[src/rtl/cfg_pkg.sv]
// Shared FSM state type and width helper for the configuration-bus arbiter.
package cfg_pkg;

  typedef enum logic [1:0] {
    ST_IDLE  = 2'd0,
    ST_FORCE = 2'd1,
    ST_LOCK  = 2'd2
  } state_t;

  // Bits needed to hold values 0..v-1, never less than one.
  function automatic int clog2w(input int v);
    int w;
    w = 1;
    while ((1 << w) < v) w++;
    return w;
  endfunction

endpackage

[src/rtl/rr_arb.sv]
// Round-robin picker: first requester at or after i_ptr, wrapping to 0.
// Purely combinational; o_gnt is one-hot or zero.
module rr_arb #(
  parameter int N  = 3,
  parameter int PW = 2
) (
  input  logic [N-1:0]  i_req,
  input  logic [PW-1:0] i_ptr,
  output logic [N-1:0]  o_gnt,
  output logic [PW-1:0] o_idx
);

  logic w_found;
  int   w_pos;

  always_comb begin
    o_gnt   = '0;
    o_idx   = '0;
    w_found = 1'b0;
    w_pos   = 0;
    for (int k = 0; k < N; k++) begin
      w_pos = int'(i_ptr) + k;
      if (w_pos >= N) w_pos = w_pos - N;
      if (!w_found && i_req[w_pos]) begin
        w_found      = 1'b1;
        o_gnt[w_pos] = 1'b1;
        o_idx        = PW'(w_pos);
      end
    end
  end

endmodule

[src/rtl/cfg_bus_arb.sv]
// Arbitrates N_REQ config writers onto one write bus (en pulses 1 cycle after accept).
// On fault, forces pulse-width register to 0 and blocks writes to it until fault-free for HOLD_CYCLES.
module cfg_bus_arb
  import cfg_pkg::*;
#(
  parameter int N_REQ       = 3,
  parameter int PAR_MAX_VAL = 255,
  parameter int ADDR_MAX    = 4,
  parameter int ADDR_PW     = 4,
  parameter int HOLD_CYCLES = 1000,
  localparam int DW = clog2w(PAR_MAX_VAL + 1),
  localparam int AW = clog2w(ADDR_MAX + 1)
) (
  input  logic              clk,
  input  logic              rst,
  input  logic [N_REQ-1:0]    req_valid,
  input  logic [N_REQ*AW-1:0] req_addr,
  input  logic [N_REQ*DW-1:0] req_data,
  output logic [N_REQ-1:0]    req_ready,
  input  logic              fault,
  output logic              en,
  output logic [AW-1:0]     addr,
  output logic [DW-1:0]     data,
  output logic              lock
);

  localparam int PW = clog2w(N_REQ);
  localparam int HW = clog2w(HOLD_CYCLES + 1);

  state_t        r_state;
  logic [PW-1:0] r_ptr;
  logic [HW-1:0] r_hold_cnt;
  logic          r_en;
  logic [AW-1:0] r_addr;
  logic [DW-1:0] r_data;

  logic             w_arb_en;
  logic [N_REQ-1:0] w_gnt;
  logic [PW-1:0]    w_idx;
  logic             w_xfer;
  logic [AW-1:0]    w_sel_addr;
  logic [DW-1:0]    w_sel_data;
  logic             w_drop;

  // Grants are suppressed in the fault cycle and while the forced write is issued.
  assign w_arb_en = !rst && (((r_state == ST_IDLE) && !fault) || (r_state == ST_LOCK));

  rr_arb #(.N(N_REQ), .PW(PW)) u_rr_arb (
    .i_req (req_valid & {N_REQ{w_arb_en}}),
    .i_ptr (r_ptr),
    .o_gnt (w_gnt),
    .o_idx (w_idx)
  );

  assign w_xfer     = |w_gnt;
  assign w_sel_addr = req_addr[int'(w_idx)*AW +: AW];
  assign w_sel_data = req_data[int'(w_idx)*DW +: DW];
  assign w_drop     = (r_state == ST_LOCK) && (w_sel_addr == AW'(ADDR_PW));

  assign req_ready = w_gnt;
  assign en        = r_en;
  assign addr      = r_addr;
  assign data      = r_data;
  assign lock      = !rst && (r_state != ST_IDLE);

  always_ff @(posedge clk) begin
    if (rst) begin
      r_state    <= ST_IDLE;
      r_ptr      <= '0;
      r_hold_cnt <= '0;
      r_en       <= 1'b0;
      r_addr     <= '0;
      r_data     <= '0;
    end else begin
      r_en <= 1'b0;
      if (w_xfer) begin
        r_ptr <= (w_idx == PW'(N_REQ - 1)) ? '0 : w_idx + 1'b1;
        if (!w_drop) begin
          r_en   <= 1'b1;
          r_addr <= w_sel_addr;
          r_data <= w_sel_data;
        end
      end
      case (r_state)
        ST_IDLE: begin
          if (fault) r_state <= ST_FORCE;
        end
        ST_FORCE: begin
          r_en       <= 1'b1;
          r_addr     <= AW'(ADDR_PW);
          r_data     <= '0;
          r_hold_cnt <= HW'(HOLD_CYCLES);
          r_state    <= ST_LOCK;
        end
        ST_LOCK: begin
          // Counter holds the fault-free cycles still needed, including this one.
          if (fault) begin
            r_hold_cnt <= HW'(HOLD_CYCLES);
          end else if (r_hold_cnt <= HW'(1)) begin
            r_hold_cnt <= '0;
            r_state    <= ST_IDLE;
          end else begin
            r_hold_cnt <= r_hold_cnt - 1'b1;
          end
        end
        default: r_state <= ST_IDLE;
      endcase
    end
  end

endmodule

[config.mk]
export PLATFORM = sky130hd
export DESIGN_NAME = cfg_bus_arb
export DESIGN_NICKNAME = d
export VERILOG_FILES = /design/src/rtl/cfg_pkg.sv /design/src/rtl/rr_arb.sv /design/src/rtl/cfg_bus_arb.sv
export SDC_FILE = /design/constraint.sdc
export NUM_CORES = 1
export LEC_CHECK = 0
export CAP_MARGIN = 25
export CORE_MARGIN = 3
export CORE_UTILIZATION = 51
export DETAILED_ROUTE_END_ITERATION = 6
export HOLD_SLACK_MARGIN = 0.06
export PLACE_DENSITY = 0.92
export REMOVE_ABC_BUFFERS = 1
export SLEW_MARGIN = 5
export SYNTH_ARGS = -nofsm -noshare
export SYNTH_HDL_FRONTEND = slang
export SYNTH_HIERARCHICAL = 1
export SYNTH_SLANG_ARGS = --single-unit
[constraint.sdc]
create_clock -name clk -period 7.33 [get_ports clk]
set_input_delay 0.733 -clock clk [delete_from_list [all_inputs] [get_ports clk]]
set_output_delay 0.733 -clock clk [all_outputs]
set_load 0.05 [all_outputs]
==> metrics.cfg <==
[synth]
synth.cell_area_um2=1880
ys.flop_type=dfxtp_1
postSynthCellCount=235
synth-edff-count=0
ys_types=48
synth_fa_ha_area_share_pct=5.98
ff_latch_count_synth=26
synthMuxAreaShare_pct=8.10
synth_compound_gate_area_share_pct=29.5
netlist.top_cell.by_area=dfxtp_1
yosys.area.top_type_share_pct=27.6
yosys.area_share.xor_xnor_pct=0
post_syn_area_per_cell_um2=8.02
largest_cells_by_area_after_synthesis=dfxtp_1 (28%), a221oi_1 (8.4%), ha_1 (6.0%), mux2_2 (6.0%), inv_1 (4.6%)
synth_warnings=6
synthSimpleGateAreaFrac_pct=19.5
synth_async_sr_flop_share_pct=0
synth.yosys.seq_area_share_pct=27.6
dominant_combinational_cell_family_by_area_after_synthesis=compound AO/OA/AOI/OAI gates

[cts]
tritoncts.num_buffers=3
post-cts-setup-buffer-count=0
clkSlewWorstSetupHoldPaths_ns=0.09
worst_skew_pair.late_latency_ns=0.27
tritoncts=built
clockRootBuffer=clkbuf_8
cts_hold_buffers=0
cts_resized=0
ctsLongestPathBuffers=2
clock-sinks=26
ctsHtreeMaxLevel=1

[final_layout]
nNetsFinal=331
insertedDiodeCount=0
areaGrowthSynthToFinish_pct=31.7
area_of_the_multi_input_gates_um2=1190
layout.cells.most_common=clkdlybuf4s50_1
seqCellArea_um2=520
share_of_layout_cells_above_drive_strength_1_pct=7.45
n_fill_cell=268
final_cell_mix=clkdlybuf4s50_1 (54), dfxtp_1 (26), inv_1 (23)

[critical_path]
critPathKind=in2out
worst_setup_path_end_kind=primary output
critical_path.startpoint_type=input pin
timing.critical_path.required_ns=6.60
worstPathArrival_ns=3.85
path_max_fanout=18

[detailed_routing]
drc=0
post_drt_wl_per_cell_um=14.8
drt_first_iter_violations=113
total_number_of_vias=1963
finalWirelength_mm=4.86
ant_nets=0
detail_route.first_pass.iterations=4
routed_via_density=5.98

[die]
die_y_um=66.8
core.rowCount=21
count_of_pins_on_the_block_boundary=55
core_area_um2=3440
die_area_um2=4460
floorplan.initialDensity_pct=54.7
floorplan.die.width_um=66.8

[pwr]
power_frac_clock_pct=14.7
leakage_nw=0.906
internal_power_mw=0.432
net-switching-power_mw=0.370
share_seq_of_total_power_pct=25.1
peakVddDrop_uv=141
pwr-share-comb_pct=60.2
power_per_cell_area_nw_per_um2=323
power.switching_fraction_pct=46.1

[global_routing]
grt_max_degree=19
grt.met1_usage_pct=26.9
grtUsageTotal_pct=21.9
grt.met2_usage_pct=38.5
globalRoute.busiestLayer=met2
grt.overflow.total=0
grt_pass1_vias=1725
antenna_violations_before_repair=0
grtUsageMet3_pct=4.72
grt_first_pass_wirelength_mm=7.77

[placement]
port_buffers=54
hpwlAfterDp_mm=3.72
gpl.final_weighted_congestion=0.897

[timing]
maxSlewHeadroom_pct=45.4
worst-slew-pin-transition_ns=0.811
setup_tns_ns=0
finalHoldViolations=0
max_freq_mhz=218
skew_ns=0.00170
layout_min_cycle_time_ns=4.58
finalMaxSlewViolations=0
worst_hold_slack_ns=0.475
period_share_pct=62.5
unrepaired_setup_endpoints_after_global_routing=false
setup_viol_count_final=0

[min_path]
worstHoldPathType=reg2reg

[status]
outcome=finished clean

[flow_run]
cap_viol_max_count=0

==> synth_stat cells (all sizes together), types with 2 or more instances <==
cell and n:
a22oi 2, or3 5, nand3b 2, nand3 6
nor3 7, a21oi 14, nor2b 3, o32ai 3
and2b 2, o22ai 5, ha 9, buf 5
clkbuf 7, nand2 16, o21ai 12, nand4 2
and2 3, nor4 3, o211ai 2, nor2 13
a221oi 18, a31oi 9, a21boi 3, mux2 10
nand2b 4, o211a 2, dfxtp 26, inv 23
mux2i 4
==> flip-flops by register name (all words and copies together), names as in the netlist <==
signal,cells
r_hold_cnt,10
data,8
addr,3
r_ptr,2
r_state,2
en,1
==> critical path: stages <==
cell and delay, ns:
clkdlybuf4s50_1 0.87, nor2_1 0.15, and2_1 0.27, or3b_1 0.39
o22ai_1 0.18, nand3_1 0.10, a31oi_1 0.28, clkdlybuf4s50_1 0.86
==> area by class of cell <==
cell class                      count  share of cell area [%]
Inverter                           24                    3.63
Timing Repair Buffer               56                    22.4
Clock buffer                        3                    1.66
Multi-Input combinational cell    172                    47.8
Clock inverter                      1                    1.21
Sequential cell                    26                    21.0
Tap cell                           46                    2.32
==> stage by stage <==
| stage | setup slack (ns) | utilization, % | power, mW | cells | cell area (µm²) |
|---|---|---|---|---|---|
| 3_3_place_gp | 2.50 | 69.8 | 0.675 | 323 | 2400 |
| 2_1_floorplan | 3.32 | - | 0.538 | 222 | 1800 |
| 5_1_grt | 2.51 | 72.1 | 0.859 | 328 | 2480 |
| 6_report | 2.75 | 72.1 | 0.802 | 328 | 2480 |
| 4_1_cts | 2.59 | 71.9 | 0.802 | 327 | 2470 |
| 3_5_place_dp | 2.30 | 69.8 | 0.682 | 323 | 2400 |
==> final timing paths <==
kind | end | startpoint | slack (ns) | cells after the start
worst max-delay path | req_ready[0] | rst | 2.75 | 8
worst min-delay path | data[4] | data[4] | 0.48 | 2
worst max register to register | data[3] | r_state[0] | 3.28 | 14
worst min register to register | data[4] | data[4] | 0.48 | 2
==> power by group through the flow <==
stage          Clock (mW)  Sequential (mW)  Combinational, mW
2_1_floorplan           0            0.270              0.268
3_3_place_gp            0            0.203              0.472
3_5_place_dp            0            0.204              0.478
4_1_cts             0.121            0.201              0.480
5_1_grt             0.127            0.205              0.527
6_report            0.118            0.201              0.483
==> layer usage <==
| metal | wire, µm | part of all wire, % |
|---|---|---|
| met1 | 2080 | 43 |
| met2 | 2220 | 46 |
| met3 | 522 | 11 |
| met4 | 33 | 0.68 |
| met5 | 0 | 0 |
==> cells by family (layout without fill, tap and decap cells) <==
kind of cell               Yosys count  after routing
AOI/OAI and AO/OA                   79             79
and+or+nand+nor                     70             70
buffers and inverters               37             84
DFF                                 26             26
muxes                               14             14
adders and majority gates            9              9
(Power assumes the default switching activity.)
